`src/rtl/spi_signal_tx.sv`:
```
// rtl/spi_signal_tx.sv - SPI mode-0 slave transmitter returning six signal bytes to the MCU
module spi_signal_tx #(
    parameter int NBYTES      = 6,
    parameter int SYNC_STAGES = 2
) (
    input  logic       clk,
    input  logic       reset_n,
    input  logic [7:0] sd0,
    input  logic [7:0] sd1,
    input  logic [7:0] sd2,
    input  logic [7:0] sd3,
    input  logic [7:0] sd4,
    input  logic [7:0] sd5,
    input  logic       load,
    input  logic       sck,
    input  logic       cs_n,
    output logic       miso,
    output logic       tx_busy,
    output logic       frame_done,
    output logic       frame_abort,
    output logic       data_fresh
);

    localparam int FW = 8 * NBYTES;
    localparam int CW = $clog2(FW + 1);

    typedef enum logic [1:0] {
        ST_IDLE  = 2'd0,
        ST_SHIFT = 2'd1,
        ST_DONE  = 2'd2
    } state_t;

    // sd0 lands in the top byte so the first bit on the wire is sd0[7]
    logic [47:0] frame_in;
    assign frame_in = {sd0, sd1, sd2, sd3, sd4, sd5};

    // Synchronizer chains plus one history flop each for edge detection
    logic [SYNC_STAGES-1:0] sck_sync_q, sck_sync_d;
    logic [SYNC_STAGES-1:0] cs_sync_q, cs_sync_d;
    logic                   sck_prev_q, sck_prev_d;
    logic                   cs_prev_q, cs_prev_d;

    logic [FW-1:0] holding_q, holding_d;
    logic [FW-1:0] shift_q, shift_d;
    logic [CW-1:0] count_q, count_d;
    state_t        state_q, state_d;
    logic          miso_q, miso_d;
    logic          tx_busy_q, tx_busy_d;
    logic          frame_done_q, frame_done_d;
    logic          frame_abort_q, frame_abort_d;
    logic          data_fresh_q, data_fresh_d;

    logic sck_s, cs_s;
    logic sck_rise, sck_fall, cs_fall, cs_rise;

    assign sck_s    = sck_sync_q[SYNC_STAGES-1];
    assign cs_s     = cs_sync_q[SYNC_STAGES-1];
    assign sck_rise = sck_s & ~sck_prev_q;
    assign sck_fall = ~sck_s & sck_prev_q;
    assign cs_fall  = ~cs_s & cs_prev_q;
    assign cs_rise  = cs_s & ~cs_prev_q;

    // Next-state logic: synchronizers, holding register and frame sequencing
    always_comb begin
        sck_sync_d    = {sck_sync_q[SYNC_STAGES-2:0], sck};
        cs_sync_d     = {cs_sync_q[SYNC_STAGES-2:0], cs_n};
        sck_prev_d    = sck_s;
        cs_prev_d     = cs_s;
        holding_d     = holding_q;
        shift_d       = shift_q;
        count_d       = count_q;
        state_d       = state_q;
        tx_busy_d     = tx_busy_q;
        data_fresh_d  = data_fresh_q;
        frame_done_d  = 1'b0;
        frame_abort_d = 1'b0;

        // Loads only ever touch the holding register; an active frame keeps its snapshot
        if (load) begin
            holding_d    = FW'(frame_in);
            data_fresh_d = 1'b1;
        end

        case (state_q)
            ST_IDLE: begin
                if (cs_fall) begin
                    // Snapshot the pre-load holding value; a coincident load stays fresh
                    shift_d   = holding_q;
                    count_d   = '0;
                    tx_busy_d = 1'b1;
                    state_d   = ST_SHIFT;
                    if (!load) begin
                        data_fresh_d = 1'b0;
                    end
                end
            end
            ST_SHIFT: begin
                // cs_n has priority over a coincident sck edge
                if (cs_rise) begin
                    frame_abort_d = 1'b1;
                    tx_busy_d     = 1'b0;
                    shift_d       = '0;
                    count_d       = '0;
                    state_d       = ST_IDLE;
                end else if (sck_rise) begin
                    count_d = (count_q == CW'(FW)) ? count_q : count_q + CW'(1);
                    if (count_q == CW'(FW - 1)) begin
                        frame_done_d = 1'b1;
                        state_d      = ST_DONE;
                    end
                end else if (sck_fall && (count_q != '0)) begin
                    // A fall before the first rise is the idle level settling, not a bit boundary
                    shift_d = {shift_q[FW-2:0], 1'b0};
                end
            end
            ST_DONE: begin
                if (cs_rise) begin
                    tx_busy_d = 1'b0;
                    count_d   = '0;
                    state_d   = ST_IDLE;
                end else if (sck_fall) begin
                    // Drains the last bit so the register ends the frame all zero
                    shift_d = {shift_q[FW-2:0], 1'b0};
                end
            end
            default: begin
                state_d   = ST_IDLE;
                tx_busy_d = 1'b0;
            end
        endcase

        // miso mirrors the shift MSB only while shifting; zero otherwise
        miso_d = (state_d == ST_SHIFT) ? shift_d[FW-1] : 1'b0;
    end

    // State and output registers with asynchronous reset
    always_ff @(posedge clk or negedge reset_n) begin
        if (!reset_n) begin
            sck_sync_q    <= '0;
            cs_sync_q     <= '1;
            sck_prev_q    <= 1'b0;
            cs_prev_q     <= 1'b1;
            holding_q     <= '0;
            shift_q       <= '0;
            count_q       <= '0;
            state_q       <= ST_IDLE;
            miso_q        <= 1'b0;
            tx_busy_q     <= 1'b0;
            frame_done_q  <= 1'b0;
            frame_abort_q <= 1'b0;
            data_fresh_q  <= 1'b0;
        end else begin
            sck_sync_q    <= sck_sync_d;
            cs_sync_q     <= cs_sync_d;
            sck_prev_q    <= sck_prev_d;
            cs_prev_q     <= cs_prev_d;
            holding_q     <= holding_d;
            shift_q       <= shift_d;
            count_q       <= count_d;
            state_q       <= state_d;
            miso_q        <= miso_d;
            tx_busy_q     <= tx_busy_d;
            frame_done_q  <= frame_done_d;
            frame_abort_q <= frame_abort_d;
            data_fresh_q  <= data_fresh_d;
        end
    end

    assign miso        = miso_q;
    assign tx_busy     = tx_busy_q;
    assign frame_done  = frame_done_q;
    assign frame_abort = frame_abort_q;
    assign data_fresh  = data_fresh_q;

endmodule

```
`config.mk`:
```
export PLATFORM = sky130hd
export DESIGN_NAME = spi_signal_tx
export DESIGN_NICKNAME = d
export VERILOG_FILES = /design/src/rtl/spi_signal_tx.sv
export SDC_FILE = /design/constraint.sdc
export NUM_CORES = 1
export LEC_CHECK = 0
export CAP_MARGIN = 20
export CORE_MARGIN = 10
export CORE_UTILIZATION = 34
export CTS_BUF_LIST = sky130_fd_sc_hd__clkbuf_8
export CTS_CLUSTER_SIZE = 25
export DETAILED_ROUTE_END_ITERATION = 8
export GPL_TIMING_DRIVEN = 0
export PLACE_DENSITY = 0.56
export SLEW_MARGIN = 20
export SYNTH_ARGS = -nofsm -noshare
export SYNTH_HDL_FRONTEND = slang
export SYNTH_SLANG_ARGS = --single-unit
```
`constraint.sdc`:
```
create_clock -name clk -period 2.4 [get_ports clk]
set_input_delay 0.24 -clock clk [delete_from_list [all_inputs] [get_ports clk]]
set_output_delay 0.24 -clock clk [all_outputs]
set_load 0.02 [all_outputs]
```
==> Word-level counts from Yosys, hierarchy flattened <==
Cells that the tools add are included.
Widths: inputs -> output; s select.
{ "totals": {"register_bits": 115, "latch_bits": 0, "ram_bits": 0, "mem_bits_ro": 0, "in_bits": 53, "out_inout_bits": 5, "elab_cells": 78, "memories": 0} }
{ "op_classes": {"n_addsub": 1, "mul": 0, "n_div": 0, "n_lt_le_gt_ge": 0, "n_eq_ne": 14, "shift": 0, "n_mux": 33, "bitwise_logic": 8, "n_reduce_logical": 8} }
{ "op_table": {"columns": ["op", "count"], "rows": [
  ["$mux 48", 6],
  ["$pmux 48 s3", 1],
  ["$mux 6", 5],
  ["$pmux 6 s3", 1],
  ["$mux 1", 13],
  ["$eq 6x6->1 const B", 2],
  ["$ne 3x3->1 const B", 4],
  ["$mux 2", 5],
  ["$ne 2x2->1 const B", 4],
  ["$add 6x1->6 const B", 1],
  ["$pmux 2 s3", 1],
  ["$reduce_and 6->1", 1],
  ["$reduce_bool 6->1", 1],
  ["$reduce_and 5->1", 1],
  ["$and 1x1->1", 4],
  ["$eq 2x1->1 const B", 2],
  ["$not 1->1", 4],
  ["$reduce_bool 3->1", 1],
  ["$eq 2x2->1 const B", 1],
  ["$logic_not 2->1", 1],
  ["$ne 2x1->1 const B", 1],
  ["$pmux 1 s2", 1],
  ["$reduce_and 2->1", 1],
  ["$reduce_or 2->1", 1],
  ["$logic_and 1x1->1", 1]
]} }

==> Longest topological paths before layout <==
Gate-level depths: netlist (run 1).
{ "logic_depth": {"ltp_word": 8, "depth_mapped": 9, "mapped_depth_nobuf": 7} }

==> Worst setup path before layout (run 1) <==
Ideal clock, no wire load.
{ "synth_path": {"path_kind": "register to register", "from": "register state_q[0]", "to": "register count_q[5]", "setup_time_ns": 0.138, "t_arrival_ns": 1.701, "required_ns": 2.262, "slack_ns": 0.561, "stages_incl_launch_ff": 9, "path_buffers": 1, "period_less_slack_ns": 1.839, "path_cell_list": "dfrtp_1 inv_1 ha_1 and3b_1 buf_6 a211o_4 o211ai_4 or2_4 o31ai_4"} }
{ "synth_via": {"elab_chain_len": 3, "word_cells_on_any_way": 10, "classes_between": "eq/ne (6); mux (1); reduce/logical (3)"} }
{ "synth_lines": {"columns": ["item", "line", "source"], "rows": [
  ["start, declared", "46", "state_t state_q, state_d;"],
  ["start signal, assigned", "160", "state_q <= state_d;"],
  ["$eq 2x1->1 (tied with other cells)", "84", "case (state_q)"],
  ["$ne 3x3->1 (no source line) (tied with other cells)", null, null],
  ["$reduce_and 5->1 (no source line)", null, null],
  ["end signal, assigned", "159", "count_q <= count_d;"],
  ["end, declared", "45", "logic [CW-1:0] count_q, count_d;"]
]} }
Parallel ways exist; a longest one is shown, timed or not.
A chain may end at the register's enable or synchronous reset.

==> Worst setup path in the final report (run 1) <==
{ "layout_path": {"from": "register state_q[0]", "to": "register miso_q, in the netlist miso"} }
{ "layout_via": {"elab_chain_len": 6, "word_cells_on_any_way": 12, "classes_between": "eq/ne (3); mux (8); reduce/logical (1)"} }
{ "layout_lines": {"columns": ["item", "line", "source"], "rows": [
  ["$mux 2", "107", "if (count_q == CW'(FW - 1)) begin"],
  ["$mux 2", "105", "end else if (sck_rise) begin"],
  ["$mux 2", "99", "if (cs_rise) begin"],
  ["$pmux 2 s3", "84", null],
  ["$eq 2x1->1", "133", "miso_d = (state_d == ST_SHIFT) ? shift_d[FW-1] : 1'b0;"],
  ["$mux 1 *", "133", null],
  ["named net miso_d", "47", "logic miso_q, miso_d;"],
  ["end signal, assigned", "161", "miso_q <= miso_d;"],
  ["end, declared", "47", null]
]} }
The timed path passes the listed nets; every way through them passes the cells marked *.

==> impl_metrics.tcl, run 1 <==
set metrics [dict create \
    seq_area_frac_synth_pct 58.26 \
    maxCapViolCount 0 \
    post_drt_wl_per_cell_um 15.45 \
    ys_warn_count 0 \
    fp.coreArea_mm2 0.01437 \
    rsz0062_at_grt "false" \
    ctsHtreeMaxLevel 4 \
    fmax_ghz 0.4625 \
    wl_met1_um 5058 \
    wl_met3_um 362 \
    r2r_cells 7 \
    cpLargestDelayFamily "buffers and inverters" \
    initial_core_util_pct 34.42 \
    criticalPathCategory "reg2reg" \
    slowest_delay_ns 0.43 \
    crit_start "state_q[0]" \
    crit_arrival_ns 2.48 \
    required_ns 2.72 \
    clock_sinks 115 \
    cts_buffers 17 \
    ys_types 46 \
    syn_area_per_cell_um2 11.92 \
    highest_layer "met4" \
    clk_pin_slew_ns 0.07 \
    vias 3422 \
    holdPathEnd "cs_sync_q[0]" \
    synth-seq-cells 115 \
    postCtsHoldBufs 1 \
    fin_cells 689 \
    wl_um 10650 \
    timing.final.crit_share_pct 90.10 \
    ir_drop_mv 0.3427 \
    maxSlewViolCount 0 \
    finalCriticalPeriod_ns 2.162 \
    grt_max_degree 80 \
    cp-end-kind "flip-flop" \
    wl_met2_um 5041 \
    cp.buffers_inverters 3 \
    reg2reg_to "miso" \
    powerDensity_mw_per_mm2 1024 \
    async_flop_share_pct 100.0 \
    status "finished clean" \
    cp-start-kind "flip-flop" \
    setup_viol 0 \
    nNetsFinal 551 \
    hold_viol 0 \
    cts_tree "built" \
    grt_first_pass_wirelength_um 17970 \
    firstDrtPassIters 4 \
    grtUsageTotal_pct 11.11 \
    yosys-top-cells-area "dfrtp_1 57%, mux2_2 11%, a22oi_1 7.1%" \
    cts.path.max_buffers 2 \
    r2r_start "state_q[0]" \
    holdPathStages 1 \
    synth_nets 474 \
    postCtsSetupRepairBufs 0 \
    gp_congestion 0.8036 \
    die_w_um 140.6 \
    syn2layout_area_growth_pct 24.79 \
    top_level_ports 58 \
    synth-edff-count 0 \
    die_area_mm2 0.01977 \
    grt_antenna_before_repair 0 \
    cp_slowest_cell "dfrtp_1" \
    yosysTopAreaCell "dfrtp_1" \
    rrSetupSlack_ns 0.24 \
    ctsResizeCount 0 \
    critPathMaxFanout 10 \
    dpl.cell_count 656 \
    worst_pin_slew_ns 0.5642 \
    io_buffers 56 \
    grt-ovfl-total 0 \
    clock_latency_ns 0.43 \
    crit_chain "inv_1 > ha_1 > and3b_1 > buf_6 > clkbuf_1 > a21oi_1 > nor4b_2" \
    final_antenna_net_count 0 \
    fillers 1346 \
    grt_pass1_vias 3633 \
    clockRootBuffer "clkbuf_8" \
    ys.flop_type "dfrtp_1" \
    slew_headroom_pct 62.38 \
    fin_skew_ns 0.009318 \
    diodes 0 \
    drtIter0Drc 301 \
    netlist_instances 415 \
    fin_hold_ws_ns 0.2218 \
    drive_gt1_share_pct 23.17 \
    netlist.area_leader.share_pct 56.67 \
    final_cell_mix "112 x dfrtp_1, 55 x clkdlybuf4s50_1, 54 x a21oi_1" \
    synth_area_mm2 0.004946 \
    rows 44 \
    p_leak_nw 2.529 \
    fp.dieH_um 140.6 \
    vias_per_cell 4.967 \
    drc 0 \
    hold_start "cs_n" \
    layout_commonest_cell "dfrtp_1" \
    min_path_type "in2reg" \
    hpwl_um 7403 \
]
worst max-delay path by stage:
stage                          to  slack, ns  depth (start not counted)
CTS                          miso       0.27                          7
global route                 miso       0.09                          7
global placement    holding_q[40]      -3.29                          1
detailed placement           miso       0.28                          7
finish                       miso       0.24                          7
floorplan              count_q[5]       0.56                          8
metal layers:
layer  track usage [%]  vias up
li1                  -     1645
met1             14.08     1711
met2             16.92       56
met3             3.661       10
met4             4.837        0
met5                 0        -
Yosys cell counts (2+ instances only):
cell type  count
nor2_1        53
nand3_1        4
buf_1          3
a22oi_1       47
buf_6          4
o21ai_1        5
mux2i_1        2
nand2b_1       5
clkbuf_1       6
mux2_2        49
buf_4          4
dfrtp_1      112
ha_1           6
o221a_2        2
inv_1         12
dfstp_2        3
o21ai_0        6
buf_2          9
nand2_1        3
a21oi_1       54
area by class of cell:
| class | count | area (um^2) | share of cell area [%] |
|---|---|---|---|
| timing repair buffer | 58 | 599.3 | 9.710 |
| buffer | 26 | 153.9 | 2.493 |
| clock inverter | 13 | 135.1 | 2.189 |
| multi-input combinational | 262 | 1866 | 30.23 |
| inverter | 12 | 45.04 | 0.7298 |
| tap | 184 | 230.2 | 3.730 |
| sequential | 115 | 2882 | 46.69 |
| clock buffer | 19 | 261.5 | 4.237 |
flip-flops by register name, indices dropped and copies added (netlist names):
signal	cells
frame_abort	1
state_q	2
sck_prev_q	1
cs_prev_q	1
sck_sync_q	2
shift_q	48
holding_q	48
count_q	6
data_fresh	1
tx_busy	1
frame_done	1
cs_sync_q	2
miso	1
metrics by stage:
step	instance area, um^2	utilization [%]	total power, mW	TNS (ns)	setup slack (ns)
after floorplan	4946	-	4.042	0	0.5615
after global placement	5737	39.93	4.511	-373.09	-3.289
after detailed placement	5766	40.13	4.595	0	0.2797
after CTS	6172	42.96	6.406	0	0.2665
after global routing	6172	42.96	6.785	0	0.09332
final	6172	42.96	6.318	0	0.2377
cell families after synthesis:
| kind of cell | count (synthesis) | share of synthesized area [%] |
|---|---|---|
| AO/OA/AOI/OAI | 126 | 16.97 |
| adder cells (fa/ha/maj) | 6 | 1.518 |
| buffers and inverters | 38 | 4.022 |
| flip-flops | 115 | 58.26 |
| multiplexers | 51 | 11.56 |
| AND/OR/NAND/NOR | 79 | 7.665 |
power breakdown:
group	internal, mW	switching (mW)	leakage, nW	total, mW
registers	2.48	0.308	1.38	2.79
logic	0.782	0.974	0.955	1.76
clock network	0.970	0.800	0.189	1.77
Power figures use the tool's default switching activity.
==> run 2: changes to the inputs <==
--- a/config.mk
+++ b/config.mk
@@ -6,7 +6,6 @@
 export NUM_CORES = 1
 export LEC_CHECK = 0
 export CAP_MARGIN = 20
-export CORE_MARGIN = 10
 export CORE_UTILIZATION = 34
 export CTS_BUF_LIST = sky130_fd_sc_hd__clkbuf_8
 export CTS_CLUSTER_SIZE = 25
==> run 2 against run 1 <==
  * Fmax increased by 0.79%
  * Total power increased by 0.47%
  * Clock power about the same
  * Design area about the same
  * Sequential share of layout area about the same
==> impl_metrics.tcl, run 2 (synthesis results as in run 1) <==
set metrics [dict create \
    fp.coreArea_mm2 0.01404 \
    timing.final.crit_share_pct 89.39 \
    drtIter0Drc 208 \
    ctsHtreeMaxLevel 4 \
    rsz0062_at_grt "false" \
    powerDensity_mw_per_mm2 1029 \
    finalCriticalPeriod_ns 2.145 \
    cts_buffers 17 \
    min_path_type "in2reg" \
    grtUsageTotal_pct 15.19 \
    syn2layout_area_growth_pct 24.72 \
    cts.path.max_buffers 2 \
    post_drt_wl_per_cell_um 14.88 \
    postCtsSetupRepairBufs 0 \
    slew_headroom_pct 61.85 \
    final_cell_mix "112 x dfrtp_1, 55 x clkdlybuf4s50_1, 54 x a21oi_1" \
    io_buffers 56 \
    drc 0 \
    vias_per_cell 4.991 \
    multi_input_area_mm2 0.001866 \
    cp-end-kind "flip-flop" \
    grt_max_degree 79 \
    crit_chain "inv_1 > ha_1 > and3b_1 > buf_6 > clkbuf_1 > a21oi_1 > nor4b_2" \
    dpl.cell_count 652 \
    grt_pass1_vias 3479 \
    hpwl_um 6938 \
    seqCellArea_mm2 0.002882 \
    firstDrtPassIters 4 \
    grt-ovfl-total 0 \
    setup_viol 0 \
    clk_pin_slew_ns 0.06 \
    worst_pin_slew_ns 0.5722 \
    initial_core_util_pct 35.22 \
    grt_antenna_before_repair 0 \
    gp_congestion 0.7782 \
    rows 43 \
    critPathMaxFanout 10 \
    status "finished clean" \
    fin_cells 685 \
    cp_slowest_cell "dfrtp_1" \
    fin_skew_ns 0.01210 \
    wl_um 10190 \
    p_leak_nw 2.548 \
    slowest_delay_ns 0.43 \
    fillers 1328 \
    cp-start-kind "flip-flop" \
    hold_viol 0 \
    reg.largest.list "holding_q x48, shift_q x48, count_q x6" \
    tns_ns 0 \
    nNetsFinal 551 \
    top_level_ports 58 \
    drive_gt1_share_pct 22.97 \
    diodes 0 \
    criticalPathCategory "reg2reg" \
    required_ns 2.72 \
    ir_drop_mv 0.4173 \
    fp.dieH_um 122.6 \
    place_ws_ns 0.2960 \
    die_area_mm2 0.01503 \
    grt_first_pass_wirelength_um 17250 \
    maxCapViolCount 0 \
    clock_sinks 115 \
    final_antenna_net_count 0 \
    fin_ws_ns 0.2546 \
    clock_latency_ns 0.44 \
    fin_hold_ws_ns 0.2098 \
    cts_tree "built" \
    vias 3419 \
    layout_commonest_cell "dfrtp_1" \
    clockRootBuffer "clkbuf_8" \
    crit_arrival_ns 2.46 \
    fmax_ghz 0.4661 \
    maxSlewViolCount 0 \
    die_w_um 122.6 \
]
[run 2: path summary, 6_finish.rpt]
path / to / depth (start not counted) / slack (ns) / from
max: miso / 7 / 0.25 / state_q[0]
min: cs_sync_q[0] / 1 / 0.21 / cs_n
max reg2reg: miso / 7 / 0.25 / state_q[0]
min reg2reg: sck_sync_q[1] / 0 / 0.35 / sck_sync_q[0]
max in group asynchronous: shift_q[43] / 3 / 1.44 / reset_n
min in group asynchronous: holding_q[11] / 2 / 0.27 / reset_n
[run 2: metal layers]
layer  wire, um  part of all wire [%]  track usage [%]
met1       4799                    47            19.49
met2       4835                    47            23.63
met3        377                   3.7            4.740
met4        182                   1.8            6.402
met5          0                     0                0
[run 2: area by class of cell]
class	count	share of cell area (%)
plain buffers	26	2.495
clock buffers	21	4.686
clock inverters	11	1.765
inverters	12	0.7302
multi-input cells	262	30.24
flip-flops and latches	115	46.71
well taps	180	3.651
repair buffers	58	9.716
[run 2: stage by stage]
stage | total power [mW] | cell area (um^2) | util (%)
2_1_floorplan | 4.042 | 4946 | -
3_3_place_gp | 4.509 | 5732 | 40.82
3_5_place_dp | 4.599 | 5761 | 41.02
4_1_cts | 6.424 | 6168 | 43.93
5_1_grt | 6.785 | 6168 | 43.93
6_report | 6.348 | 6168 | 43.93
[run 2: repair_timing]
item,in CTS,in global routing
hold buffers,1,0
resized for setup,0,0
endpoints found under the hold margin,37,0
[run 2: worst max-delay path, delay by kind of cell (launching register included)]
kind,cells,cell delay [ns]
buffers and inverters,3,0.63
AOI/OAI and AO/OA,1,0.10
adders and majority gates,1,0.34
and+or+nand+nor,2,0.52
DFF,1,0.43
[run 2: power breakdown]
part | switching, mW | total [mW] | internal [mW]
logic | 0.983 | 1.77 | 0.783
registers | 0.308 | 2.79 | 2.48
clock network | 0.773 | 1.79 | 1.02
==> run 3: changes to the inputs <==
--- a/config.mk
+++ b/config.mk
@@ -5,6 +5,7 @@
 export SDC_FILE = /design/constraint.sdc
 export NUM_CORES = 1
 export LEC_CHECK = 0
+export ABC_AREA = 1
 export CAP_MARGIN = 20
 export CORE_UTILIZATION = 34
 export CTS_BUF_LIST = sky130_fd_sc_hd__clkbuf_8
==> run 3 against run 2 <==
  * Via count up 14%
  * Hold slack lost 0.012 ns
  * Register-to-register slack better by 0.04 ns
  * Clock skew is 0.0027 ns lower
  * Utilization down 0.19 points
  * Clock-buffer cell count is the same
  * Clock power grew 6%
  * Combinational power decreased by 12%
  * Critical endpoint is now shift_q[42]
==> impl_metrics.tcl, run 3 <==
set metrics [dict create \
    cts_buffers 17 \
    layout_commonest_cell "nand2_1" \
    power_switching_mw 1.955 \
    criticalPathCategory "reg2reg" \
    tns_ns 0 \
    grt_max_degree 61 \
    ctsHtreeMaxLevel 4 \
    fp.dieH_um 125.1 \
    yosysTopAreaCell "dfrtp_1" \
    setup_viol 0 \
    synth_nets 556 \
    synth_area_mm2 0.005151 \
    drtIter0Drc 333 \
    timing.final.crit_share_pct 87.58 \
    p_clk_share_pct 32.0 \
    clock_latency_ns 0.44 \
    synth-seq-cells 115 \
    cp-start-kind "flip-flop" \
    vias_per_cell 5.064 \
    ir_drop_mv 0.3726 \
    fin_skew_ns 0.009440 \
    grt_first_pass_wirelength_um 18830 \
    gp_congestion 0.7872 \
    fillers 1389 \
    required_ns 2.76 \
    critPathMaxFanout 10 \
    die_area_mm2 0.01565 \
    p_leak_nw 2.635 \
    ys.flop_type "dfrtp_1" \
    slew_headroom_pct 59.93 \
    min_path_type "in2reg" \
    syn2layout_area_growth_pct 24.34 \
    grtUsageTotal_pct 15.10 \
    final_antenna_net_count 0 \
    yosysMostFrequentCell "nand2_1" \
    design_area_mm2 0.006405 \
    reg.largest.list "holding_q x48, shift_q x48, count_q x6" \
    worst_pin_slew_ns 0.6011 \
    clk_pin_slew_ns 0.07 \
    maxSlewViolCount 0 \
    grt_antenna_before_repair 0 \
    crit_arrival_ns 2.46 \
    ys_types 25 \
    async_flop_share_pct 100.0 \
    seqCellArea_mm2 0.002882 \
    drc 0 \
    firstDrtPassIters 6 \
    hold_viol 0 \
    diodes 0 \
    sw_frac_of_total_pct 33.00 \
    post_drt_wl_per_cell_um 14.11 \
    postCtsSetupRepairBufs 0 \
    place_ws_ns 0.2989 \
    yosys-top-cells-area "dfrtp_1 54%, mux2_2 10%, nand2_1 9.0%" \
    grt-ovfl-total 0 \
    fp.coreArea_mm2 0.01464 \
    cp-end-kind "flip-flop" \
    fin_ws_ns 0.2980 \
    rows 44 \
    ys_top_cells_by_count "123 x nand2_1, 112 x dfrtp_1, 49 x nand4_1" \
    rsz0062_at_grt "false" \
    p_int_mw 3.970 \
    powerDensity_mw_per_mm2 925.2 \
    p_comb_share_pct 26.3 \
    cts.path.max_buffers 2 \
    rrSetupSlack_ns 0.30 \
    seq_area_frac_synth_pct 55.94 \
    maxCapViolCount 0 \
    status "finished clean" \
    vias 3904 \
    hpwl_um 7350 \
    final_cell_mix "123 x nand2_1, 112 x dfrtp_1, 55 x clkdlybuf4s50_1" \
    wl_um 10880 \
    initial_core_util_pct 35.18 \
    io_buffers 56 \
    drive_gt1_share_pct 18.06 \
    netlist.area_leader.share_pct 54.41 \
    dpl-instance-area_mm2 0.005971 \
    synth-edff-count 0 \
    fmax_ghz 0.4757 \
    nNetsFinal 633 \
    clockRootBuffer "clkbuf_8" \
    top_level_ports 58 \
    ys_warn_count 0 \
    syn_area_per_cell_um2 10.36 \
    grt_pass1_vias 3775 \
    netlist_instances 497 \
    cts_tree "built" \
    finalCriticalPeriod_ns 2.102 \
    sequentialPowerShare_pct 41.8 \
    die_w_um 125.1 \
    multi_input_area_mm2 0.002008 \
    clock_sinks 115 \
]
==> run 3: cell types whose count changed after synthesis, moves of 5 or more <==
cell	change
a21oi_1	-48
a22oi_1	-47
clkbuf_1	+9
inv_1	+7
nand2_1	+120
nand2b_1	-5
nand3_1	+10
nand4_1	+49
nor2_1	-40
o211ai_1	+47
o21ai_1	-5
==> run 3: power groups by stage <==
stage	Clock [mW]	Sequential, mW	Combinational (mW)
CTS	1.94	2.48	1.57
floorplan	0	2.48	1.07
global route	2.04	2.52	1.74
detailed placement	0	2.51	1.56
finish	1.89	2.48	1.56
global placement	0	2.50	1.53
==> run 3: through the flow <==
stage | hold slack (ns) | utilization, % | cells | power [mW]
final | 0.1978 | 43.74 | 771 | 5.926
after global routing | 0.1780 | 43.74 | 771 | 6.302
after CTS | 0.1758 | 43.74 | 771 | 5.983
after detailed placement | 0.2654 | 40.77 | 738 | 4.063
after global placement | 0.3431 | 40.58 | 737 | 4.028
after floorplan | -0.05559 | - | 497 | 3.541
==> run 3: metal layers <==
metal | vias to the layer above | global-route usage, % | part of all wire, %
li1 | 1892 | - | -
met1 | 1902 | 20.41 | 48
met2 | 92 | 22.25 | 45
met3 | 18 | 4.664 | 4.4
met4 | 0 | 6.743 | 2.1
met5 | - | 0 | 0
==> run 3: logic make-up (layout without fill, tap and decap cells) <==
family                   count (synthesis)  in the layout  synth area share [%]
buffers and inverters                   56            146                 5.076
AO/OA/AOI/OAI                           64             64                 8.623
multiplexers                            47             47                 10.27
AND/OR/NAND/NOR                        208            208                 18.46
adder cells (fa/ha/maj)                  6              6                 1.457
flip-flops                             115            115                 55.94
XOR/XNOR                                 1              1                0.1701
==> run 3: worst paths after layout <==
path	start	endpoint	cells past startpoint
setup / recovery	state_q[0]	shift_q[42]	7
hold / removal	cs_n	cs_sync_q[0]	1
setup reg to reg	state_q[0]	shift_q[42]	7
hold reg to reg	sck_sync_q[0]	sck_sync_q[1]	0
max in group asynchronous	reset_n	cs_prev_q	3
min in group asynchronous	reset_n	shift_q[41]	2
==> run 3: final cells by class <==
| type | count | share of cell area [%] |
|---|---|---|
| flip-flops and latches | 115 | 44.99 |
| multi-input cells | 326 | 31.35 |
| repair buffers | 58 | 9.357 |
| clock buffers | 21 | 4.513 |
| well taps | 184 | 3.594 |
| plain buffers | 34 | 2.794 |
| clock inverters | 11 | 2.110 |
| inverters | 22 | 1.289 |
==> run 3: critical path, stage by stage (launching register included) <==
cell	delay (ns)
dfrtp_1	0.41
inv_1	0.11
ha_1	0.27
inv_1	0.08
nand4_1	0.40
clkbuf_1	0.40
nand4_1	0.15
o211ai_1	0.20
==> run 3: timing repair <==
| item | 4_1_cts | 5_1_grt |
|---|---|---|
| hold buffers | 1 | 0 |
| endpoints found under the hold margin | 57 | 0 |
| resized for setup | 0 | 0 |
